File: src/rtl/spi_master_if.sv
// Bus between the SPI master and its local controller/slave: handshake, data words and SPI pins.
// The master modport is the DUT side; the slave modport is the controller/slave side.
interface spi_master_if #(
   parameter int DATA_W = 8
);
   logic              start;
   logic [DATA_W-1:0] tx_data;
   logic [DATA_W-1:0] rx_data;
   logic              busy;
   logic              done;
   logic              sclk;
   logic              cs_n;
   logic              mosi;
   logic              miso;

   modport master (
      input  start, tx_data, miso,
      output rx_data, busy, done, sclk, cs_n, mosi
   );

   modport slave (
      output start, tx_data, miso,
      input  rx_data, busy, done, sclk, cs_n, mosi
   );
endinterface

File: src/rtl/spi_master.sv
// Mode-0 SPI master, one DATA_W-bit frame per start, with start/busy/done handshake.
// Define SPI_MASTER_LSB_FIRST_EN to shift LSB first; the default build shifts MSB first.
//
// state   | meaning
// --------+--------------------------------------------------------------
// S_IDLE  | cs_n high, waiting for start
// S_SETUP | cs_n low, first bit on mosi, sclk low for CLK_DIV cycles
// S_XFER  | sclk toggling, sample miso on rise, advance mosi on fall
// S_HOLD  | sclk low, cs_n still low for CLK_DIV cycles after last fall
// S_GAP   | cs_n high, busy still high for CLK_DIV cycles
module spi_master #(
   parameter int CLK_DIV = 4,
   parameter int DATA_W  = 8
) (
   input logic          clk,
   input logic          rst_n,
   spi_master_if.master bus
);
   localparam int CW = $clog2(CLK_DIV + 1);
   localparam int BW = $clog2(DATA_W + 1);

   localparam logic [2:0] S_IDLE  = 3'd0;
   localparam logic [2:0] S_SETUP = 3'd1;
   localparam logic [2:0] S_XFER  = 3'd2;
   localparam logic [2:0] S_HOLD  = 3'd3;
   localparam logic [2:0] S_GAP   = 3'd4;

   localparam logic [CW-1:0] DIV_FULL = CW'(CLK_DIV);
   localparam logic [CW-1:0] DIV_LAST = CW'(CLK_DIV - 1);
   localparam logic [BW-1:0] BIT_LAST = BW'(DATA_W - 1);

   logic [2:0]        r_state;
   logic [CW-1:0]     r_cnt;
   logic [BW-1:0]     r_bit;
   logic [DATA_W-1:0] r_shift;
   logic [DATA_W-1:0] r_rx;
   logic [DATA_W-1:0] r_rx_data;
   logic              r_sclk;
   logic              r_cs_n;
   logic              r_mosi;
   logic              r_busy;
   logic              r_done;

   logic              w_tick;
   logic              w_first;
   logic              w_next;
   logic [DATA_W-1:0] w_shift_nx;
   logic [DATA_W-1:0] w_rx_nx;

   assign w_tick = (r_cnt == '0);

`ifdef SPI_MASTER_LSB_FIRST_EN
   assign w_first    = r_shift[0];
   assign w_next     = r_shift[1];
   assign w_shift_nx = {1'b0, r_shift[DATA_W-1:1]};
   assign w_rx_nx    = {bus.miso, r_rx[DATA_W-1:1]};
`else
   assign w_first    = r_shift[DATA_W-1];
   assign w_next     = r_shift[DATA_W-2];
   assign w_shift_nx = {r_shift[DATA_W-2:0], 1'b0};
   assign w_rx_nx    = {r_rx[DATA_W-2:0], bus.miso};
`endif

   // Half-period counter is reloaded with CLK_DIV on accept so that SETUP
   // spans the accept-to-cs_n latency plus a full half-period of mosi setup.
   always_ff @(posedge clk or negedge rst_n) begin
      if (!rst_n) begin
         r_state   <= S_IDLE;
         r_cnt     <= '0;
         r_bit     <= '0;
         r_shift   <= '0;
         r_rx      <= '0;
         r_rx_data <= '0;
         r_sclk    <= 1'b0;
         r_cs_n    <= 1'b1;
         r_mosi    <= 1'b0;
         r_busy    <= 1'b0;
         r_done    <= 1'b0;
      end else begin
         r_done <= 1'b0;
         case (r_state)
            S_IDLE: begin
               r_cs_n <= 1'b1;
               r_sclk <= 1'b0;
               r_mosi <= 1'b0;
               r_busy <= 1'b0;
               if (bus.start) begin
                  r_shift <= bus.tx_data;
                  r_bit   <= '0;
                  r_cnt   <= DIV_FULL;
                  r_state <= S_SETUP;
               end
            end
            S_SETUP: begin
               r_cs_n <= 1'b0;
               r_busy <= 1'b1;
               r_mosi <= w_first;
               if (w_tick) begin
                  r_sclk  <= 1'b1;
                  r_rx    <= w_rx_nx;
                  r_cnt   <= DIV_LAST;
                  r_state <= S_XFER;
               end else begin
                  r_cnt <= r_cnt - 1'b1;
               end
            end
            S_XFER: begin
               if (w_tick) begin
                  r_cnt <= DIV_LAST;
                  if (r_sclk) begin
                     r_sclk <= 1'b0;
                     if (r_bit == BIT_LAST) begin
                        r_state <= S_HOLD;
                     end else begin
                        r_bit   <= r_bit + 1'b1;
                        r_mosi  <= w_next;
                        r_shift <= w_shift_nx;
                     end
                  end else begin
                     r_sclk <= 1'b1;
                     r_rx   <= w_rx_nx;
                  end
               end else begin
                  r_cnt <= r_cnt - 1'b1;
               end
            end
            S_HOLD: begin
               if (w_tick) begin
                  r_cs_n    <= 1'b1;
                  r_mosi    <= 1'b0;
                  r_rx_data <= r_rx;
                  r_done    <= 1'b1;
                  r_cnt     <= DIV_LAST;
                  r_state   <= S_GAP;
               end else begin
                  r_cnt <= r_cnt - 1'b1;
               end
            end
            S_GAP: begin
               if (w_tick) begin
                  r_busy  <= 1'b0;
                  r_state <= S_IDLE;
               end else begin
                  r_cnt <= r_cnt - 1'b1;
               end
            end
            default: r_state <= S_IDLE;
         endcase
      end
   end

   assign bus.rx_data = r_rx_data;
   assign bus.busy    = r_busy;
   assign bus.done    = r_done;
   assign bus.sclk    = r_sclk;
   assign bus.cs_n    = r_cs_n;
   assign bus.mosi    = r_mosi;
endmodule
File: src/flat_wrapper.sv
// flat-port wrapper written by rule: the top's interface ports become plain ports
module spi_master_flat 
#(
   parameter int CLK_DIV = 4,
   parameter int DATA_W  = 8
)
  (clk, rst_n, bus_start, bus_tx_data, bus_miso, bus_rx_data, bus_busy, bus_done, bus_sclk, bus_cs_n, bus_mosi);
  spi_master_if #(.DATA_W(DATA_W)) bus_i ();
  input logic clk;
  input logic rst_n;
  input wire logic [$bits(bus_i.start)-1:0] bus_start;
  input wire logic [$bits(bus_i.tx_data)-1:0] bus_tx_data;
  input wire logic [$bits(bus_i.miso)-1:0] bus_miso;
  output wire logic [$bits(bus_i.rx_data)-1:0] bus_rx_data;
  output wire logic [$bits(bus_i.busy)-1:0] bus_busy;
  output wire logic [$bits(bus_i.done)-1:0] bus_done;
  output wire logic [$bits(bus_i.sclk)-1:0] bus_sclk;
  output wire logic [$bits(bus_i.cs_n)-1:0] bus_cs_n;
  output wire logic [$bits(bus_i.mosi)-1:0] bus_mosi;
  assign bus_i.start = bus_start;
  assign bus_i.tx_data = bus_tx_data;
  assign bus_i.miso = bus_miso;
  assign bus_rx_data = bus_i.rx_data;
  assign bus_busy = bus_i.busy;
  assign bus_done = bus_i.done;
  assign bus_sclk = bus_i.sclk;
  assign bus_cs_n = bus_i.cs_n;
  assign bus_mosi = bus_i.mosi;
  spi_master #(.CLK_DIV(CLK_DIV), .DATA_W(DATA_W)) u_core (.clk(clk), .rst_n(rst_n), .bus(bus_i));
endmodule
File: config.mk
export PLATFORM = sky130hd
export DESIGN_NAME = spi_master_flat
export DESIGN_NICKNAME = d
export VERILOG_FILES = /design/src/rtl/spi_master_if.sv /design/src/rtl/spi_master.sv /design/src/flat_wrapper.sv
export SDC_FILE = /design/constraint.sdc
export NUM_CORES = 1
export LEC_CHECK = 0
export ABC_AREA = 1
export CORE_MARGIN = 2
export CORE_UTILIZATION = 39
export CTS_BUF_LIST = sky130_fd_sc_hd__clkbuf_16
export DETAILED_ROUTE_END_ITERATION = 7
export HOLD_SLACK_MARGIN = 0.1
export SETUP_SLACK_MARGIN = 0.3
export SYNTH_ARGS = -nofsm -noshare
export SYNTH_HDL_FRONTEND = slang
export SYNTH_SLANG_ARGS = --single-unit
File: constraint.sdc
create_clock -name clk -period 4.2 [get_ports clk]
set_input_delay 0.84 -clock clk [delete_from_list [all_inputs] [get_ports clk]]
set_output_delay 0.84 -clock clk [all_outputs]
set_load 0.05 [all_outputs]
* Word-level counts from Yosys, hierarchy flattened
Index checks and enable logic that the tools add are counted.
** Cells by class
- Mux-type cells :: 39
- Equal/unequal tests :: 15
- Reductions and logical operators :: 19
- Add/subtract/negate cells :: 2
** Operator list (count)
- $mux W8 :: 7
- $pmux W8 S2 :: 2
- $mux W3 :: 10
- $mux W4 :: 4
- $pmux W3 S5 :: 1
- $ne A2 B1 Y1 const B :: 6
- $reduce_bool A3 Y1 :: 4
- $reduce_and A5 Y1 :: 2
- $mux W1 :: 9
- $pmux W1 S3 :: 3
- $pmux W3 S3 :: 1
- $ne A2 B2 Y1 const B :: 4
- $pmux W4 S2 :: 1
- $reduce_and A7 Y1 :: 1
- $eq A3 B2 Y1 const B :: 2
- $logic_not A3 Y1 :: 2
- $reduce_and A2 Y1 :: 3
- $reduce_and A3 Y1 :: 2
- $add A4 B1 Y4 const B :: 1
- $eq A4 B3 Y1 const B :: 1
- $pmux W1 S4 :: 1
- $reduce_and A4 Y1 :: 1
- $reduce_bool A2 Y1 :: 2
- $reduce_bool A4 Y1 :: 1
- 4 further kinds :: 4
** Storage, ports and cells
- Logic and storage cells :: 86
- Bits of input ports :: 12
- Bits in registers :: 39
- Output and inout port bits :: 13

* Longest topological paths before layout
- Depth after elaboration :: 5
- Mapped depth :: 10
- Gate-level depth less buffers :: 9

* Worst setup path after synthesis
Ideal clock, no wire load.
- Path type :: reg-to-reg
- Start :: reg u_core.r_cnt[0]
- End :: reg u_core.r_shift[1]
- Period minus slack after synthesis :: 1586 ps
- Arrival time :: 1469 ps
- Slack :: 2614 ps
- Setup time :: 116 ps
- Stages on the path, launching flop included :: 11
- Buffers on the path :: 1
- Data required time :: 4084 ps
- Path through :: dfrtp_1 -> inv_1 -> ha_1 -> inv_1 -> nor2_4 -> nand2_1 -> o21ai_4 -> nand2_4 -> buf_6 -> nand2_1 -> nand2_1
** On the way
- Cells in the longest elaborated chain, start to end :: 3
** Ends and longest elaborated chain
- start, declared :: RTL line spi_master.sv:33 : logic [CW-1:0] r_cnt;
- start signal, assigned :: RTL line spi_master.sv:104 : r_cnt <= r_cnt - 1'b1;
- start signal, assigned :: RTL line spi_master.sv:124 : r_cnt <= r_cnt - 1'b1;
- start signal, assigned :: RTL line spi_master.sv:136 : r_cnt <= r_cnt - 1'b1;
- $logic_not A3 Y1 :: RTL line spi_master.sv:50 : assign w_tick = (r_cnt == '0);
- $ne A2 B1 Y1 (no line)
- $reduce_and A5 Y1 (no line)
- end signal, assigned :: RTL line spi_master.sv:88 : r_shift <= bus.tx_data;
- end signal, assigned :: RTL line spi_master.sv:117 : r_shift <= w_shift_nx;
- end, declared :: RTL line spi_master.sv:35 : logic [DATA_W-1:0] r_shift;
Every way passes these cells.
A chain may end at the register's enable or synchronous reset.

* Worst setup path after layout
- Start :: reg u_core.r_cs_n, in the netlist u_core.bus.cs_n
- End :: out bus_cs_n
** RTL lines
- start, declared :: RTL line spi_master.sv:39 : logic r_cs_n;
- start signal, assigned :: RTL line spi_master.sv:75 : r_cs_n <= 1'b1;
- start signal, assigned :: RTL line spi_master.sv:83 : r_cs_n <= 1'b1;
- start signal, assigned :: RTL line spi_master.sv:95 : r_cs_n <= 1'b0;
- end, declared :: RTL line flat_wrapper.sv:18 : output wire logic [$bits(bus_i.cs_n)-1:0] bus_cs_n;
No word-level cell between the ends.

==> impl_results.md <==
- Worst-Margin Slew: 0.8723 ns
- Max frequency: 412.4 MHz
- TritonCTS clock tree: built
- Slew headroom: between 40% and 50%
- RePlAce Congestion: between 0.7 and 0.8
- Dpl hpwl: roughly 2.4 mm
- Router iterations before antenna repair: 4
- WP data required: roughly 3.4 ns
- Hold WC Path Type: register to register
- Number of CTS-inserted buffers: 5
- Worst path slowest cell: clkdlybuf4s50_1
- R2R Path Start: u_core.r_state[2]$_DFFE_PN0P_
- Vias/cell: 4.516
- Max cap viols: 0
- Worst R2R Setup Slack: between 2 and 2.5 ns
- Antenna violations before repair: 0
- Hold Path Origin: u_core.bus.mosi$_DFFE_PN0P_
- Residual DRC: 0
- Final hold vios: 0
- Switch share: roughly 21%
- Register share of total power: approximately half
- DRT iter0 DRCs: 66
- Peak supply drop: just over 0.2 mV
- Crit-path max FO: 2
- GR Util All Layers: 13.92%
- Compound-cell area share of the yosys netlist: 10.36%
- Unique masters post-synth: 26
- Core Area: roughly 4800 sq um
- Setup crit end kind: output pin
- Delay-heaviest family, CP: buffers and inverters
- P&R area growth vs syn: 20.91%
- Lkg Pwr: 1.198 nW
- Main combinational cell family by area after synthesis: simple AND/OR/NAND/NOR gates
- Share of cells above drive strength 1: 11.86%
- Crit path DAT: about 1.6 ns
- Register area share after synthesis: roughly 50%
- Startpoint types: register
- WL/cell: between 10 and 15 um
- Hold EP: u_core.bus.mosi$_DFFE_PN0P_
- # nets final: ~270
- Setup tns final: 0 ns
- RSZ-0062 raised after global routing: false
- Worst reg2reg path depth: 7
- Die width: ~74 um
- Root Driver: clkbuf_16
- Clock share of power: 47.4%
- Detailed Route WL: 3.430 mm
- Total Power: roughly 0.77 mW
- DIE AREA: approximately 5500 sq um
- Longest Clk Path Bufs: 2
- Area of the multi-input gates: around 800 sq um
- Layout Skew: approximately 0.0037 ns
- Pint: slightly above 0.6 mW
- Post-Syn Instances: 227
- FF+latch count, synth: 39
- Synthesized area: roughly 1900 sq um
- Crit path time final: around 2.4 ns
- Postcts setup bufs: 0
- Yosys warnings: 0
- Buffers on Ports: 24
- Post-route clock period utilization: 57.74%
- Worst path buffer plus inverter count: 1
- Skew-Pair Late Insertion Delay: about 0.28 ns
- Post-synthesis simple-gate area fraction: 28.67%
- GRT overflow: 0
- WS Path Type: register to output pin
- Largest net degree at the start of global routing: 40
- Syn_nets: 242
- Num ports: 25
- Hold_ws: 0.4714 ns
- Power share of the combinational group: 3.0%
- CTS sink count: 39
- Pins over their slew limit: 0
- Final Util: about half
- Htree depth: 2
- Sw Pwr: roughly 0.16 mW
- Power Density: ~330 nW/um^2
- Reg area: between 900 and 1000 sq um
- Hold Buf Count CTS: 0
- # fillers: between 400 and 500
- CTS clock-pin slew for the worst setup and hold paths: 0.06 ns
- Avg Cell Area, Syn: roughly 8.5 sq um
- Vias in the first global route: approximately 1300
- DRT antenna net count: 0
- Critical Path, Cell by Cell: clkdlybuf4s50_1
- Die height: 74.41 um
- Post-synthesis mux area share: 0%
- # placed instances: ~310
- Post-synthesis xor/xnor area fraction: less than 1%
- First-pass GRT wire length: approximately 5.8 mm
- Crit-path max cell delay: 0.79 ns
- Setup Viol. Count Final: 0
- Synth Area in Adders: 1.942%
- Post-CTS sizing: 0
- Hold path depth: 2
- Antenna cells: 0
- Status: finished, final reports clean
- Reg2Reg Capture Point: u_core.r_bit[0]$_DFFE_PN0P_
- Starting Density: about two fifths
- Non-filler cells, final: 320
- Routed via count: 1445
- Core Rows: 25
==> cells by family (layout without fill, tap and decap cells) <==
group | count (synthesis) | after routing
and+or+nand+nor | 125 | 125
buffers and inverters | 29 | 55
AOI/OAI and AO/OA | 29 | 29
adders and majority gates | 3 | 3
xor gates and xnor gates | 2 | 2
DFF | 39 | 39
==> per-stage QoR <==
stage	instance area [sq um]	worst slack (ns)
after global routing	2337	1.745
final	2337	1.775
after floorplan	1933	2.614
after global placement	2192	2.070
after detailed placement	2192	2.052
after CTS	2337	1.764
==> cell usage after synthesis <==
master / n / area share [%]
dfstp_2: 1 / 1.4
o21ai_2: 10 / 4.5
a31oi_1: 1 / 0.32
o21ai_0: 13 / 3.4
buf_6: 4 / 2.3
nand4_1: 3 / 0.97
a22oi_1: 1 / 0.39
nand2_2: 1 / 0.32
nand3_1: 16 / 4.1
nand3b_1: 1 / 0.39
inv_1: 22 / 4.3
nand2_4: 1 / 0.58
a21oi_1: 2 / 0.52
a21boi_0: 1 / 0.39
or2_2: 2 / 0.65
dfrtp_1: 38 / 49
nor2_4: 3 / 1.7
nand3_4: 1 / 0.91
o21ai_4: 1 / 0.84
ha_1: 3 / 1.9
xor2_1: 2 / 0.91
nand2_1: 93 / 18
nor2_1: 3 / 0.58
buf_4: 2 / 0.78
nor2_2: 1 / 0.32
inv_2: 1 / 0.19
==> state kept, by name, summed over array words and instances, names as in the netlist <==
name and flops:
u_core.bus.cs_n 1, u_core.bus.done 1, u_core.bus.mosi 1, u_core.r_state 3, u_core.bus.rx_data 8, u_core.r_cnt 3
u_core.bus.sclk 1, u_core.bus.busy 1, u_core.r_shift 8, u_core.r_rx 8, u_core.r_bit 4
==> final cells by class <==
cell class	count	share of cell area, %
clock buffers	5	5.353
repair buffers	24	10.06
flip-flops and latches	39	41.81
inverters	23	3.694
well taps	67	3.587
clock inverters	3	0.8565
multi-input cells	159	34.64
==> worst max path at each step <==
stage                                 from                            end  depth (start not counted)  slack (ns)
2_1_floorplan  u_core.r_cnt[0]$_DFFE_PN0P_  u_core.r_shift[1]$_DFFE_PN0P_                         10        2.61
3_3_place_gp   u_core.bus.cs_n$_DFFE_PN1P_                       bus_cs_n                          1        2.07
3_5_place_dp                     bus_start    u_core.r_bit[0]$_DFFE_PN0P_                          7        2.05
4_1_cts        u_core.bus.cs_n$_DFFE_PN1P_                       bus_cs_n                          1        1.76
5_1_grt        u_core.bus.cs_n$_DFFE_PN1P_                       bus_cs_n                          1        1.74
6_report       u_core.bus.cs_n$_DFFE_PN1P_                       bus_cs_n                          1        1.78
==> layer usage <==
layer  up-vias  GRT usage, %  wire length [um]
met5         -             0                 0
met4         0         5.357                42
met3         5         4.201               115
met2        15         21.63              1535
met1       659         18.34              1736
li1        766             -                 -
==> power by group through the flow <==
stage | Clock, mW | Sequential [mW] | Combinational (mW)
3_3_place_gp | 0 | 0.387 | 0.0241
4_1_cts | 0.376 | 0.380 | 0.0240
2_1_floorplan | 0 | 0.387 | 0.00589
3_5_place_dp | 0 | 0.387 | 0.0240
5_1_grt | 0.389 | 0.381 | 0.0260
6_report | 0.364 | 0.381 | 0.0231
==> placed cells by master (no fill, tap or decap), drive strengths merged <==
cell type / n
a22oi: 1
nand2: 95
or2: 2
clkinv: 2
clkbuf: 5
nand3b: 1
nand3: 17
a31oi: 1
buf: 1
xor2: 2
inv: 23
o21ai: 24
a21boi: 1
dfstp: 1
ha: 3
clkinvlp: 1
a21oi: 2
clkdlybuf4s50: 23
dfrtp: 38
nor2: 7
nand4: 3
(Power assumes the default switching activity.)
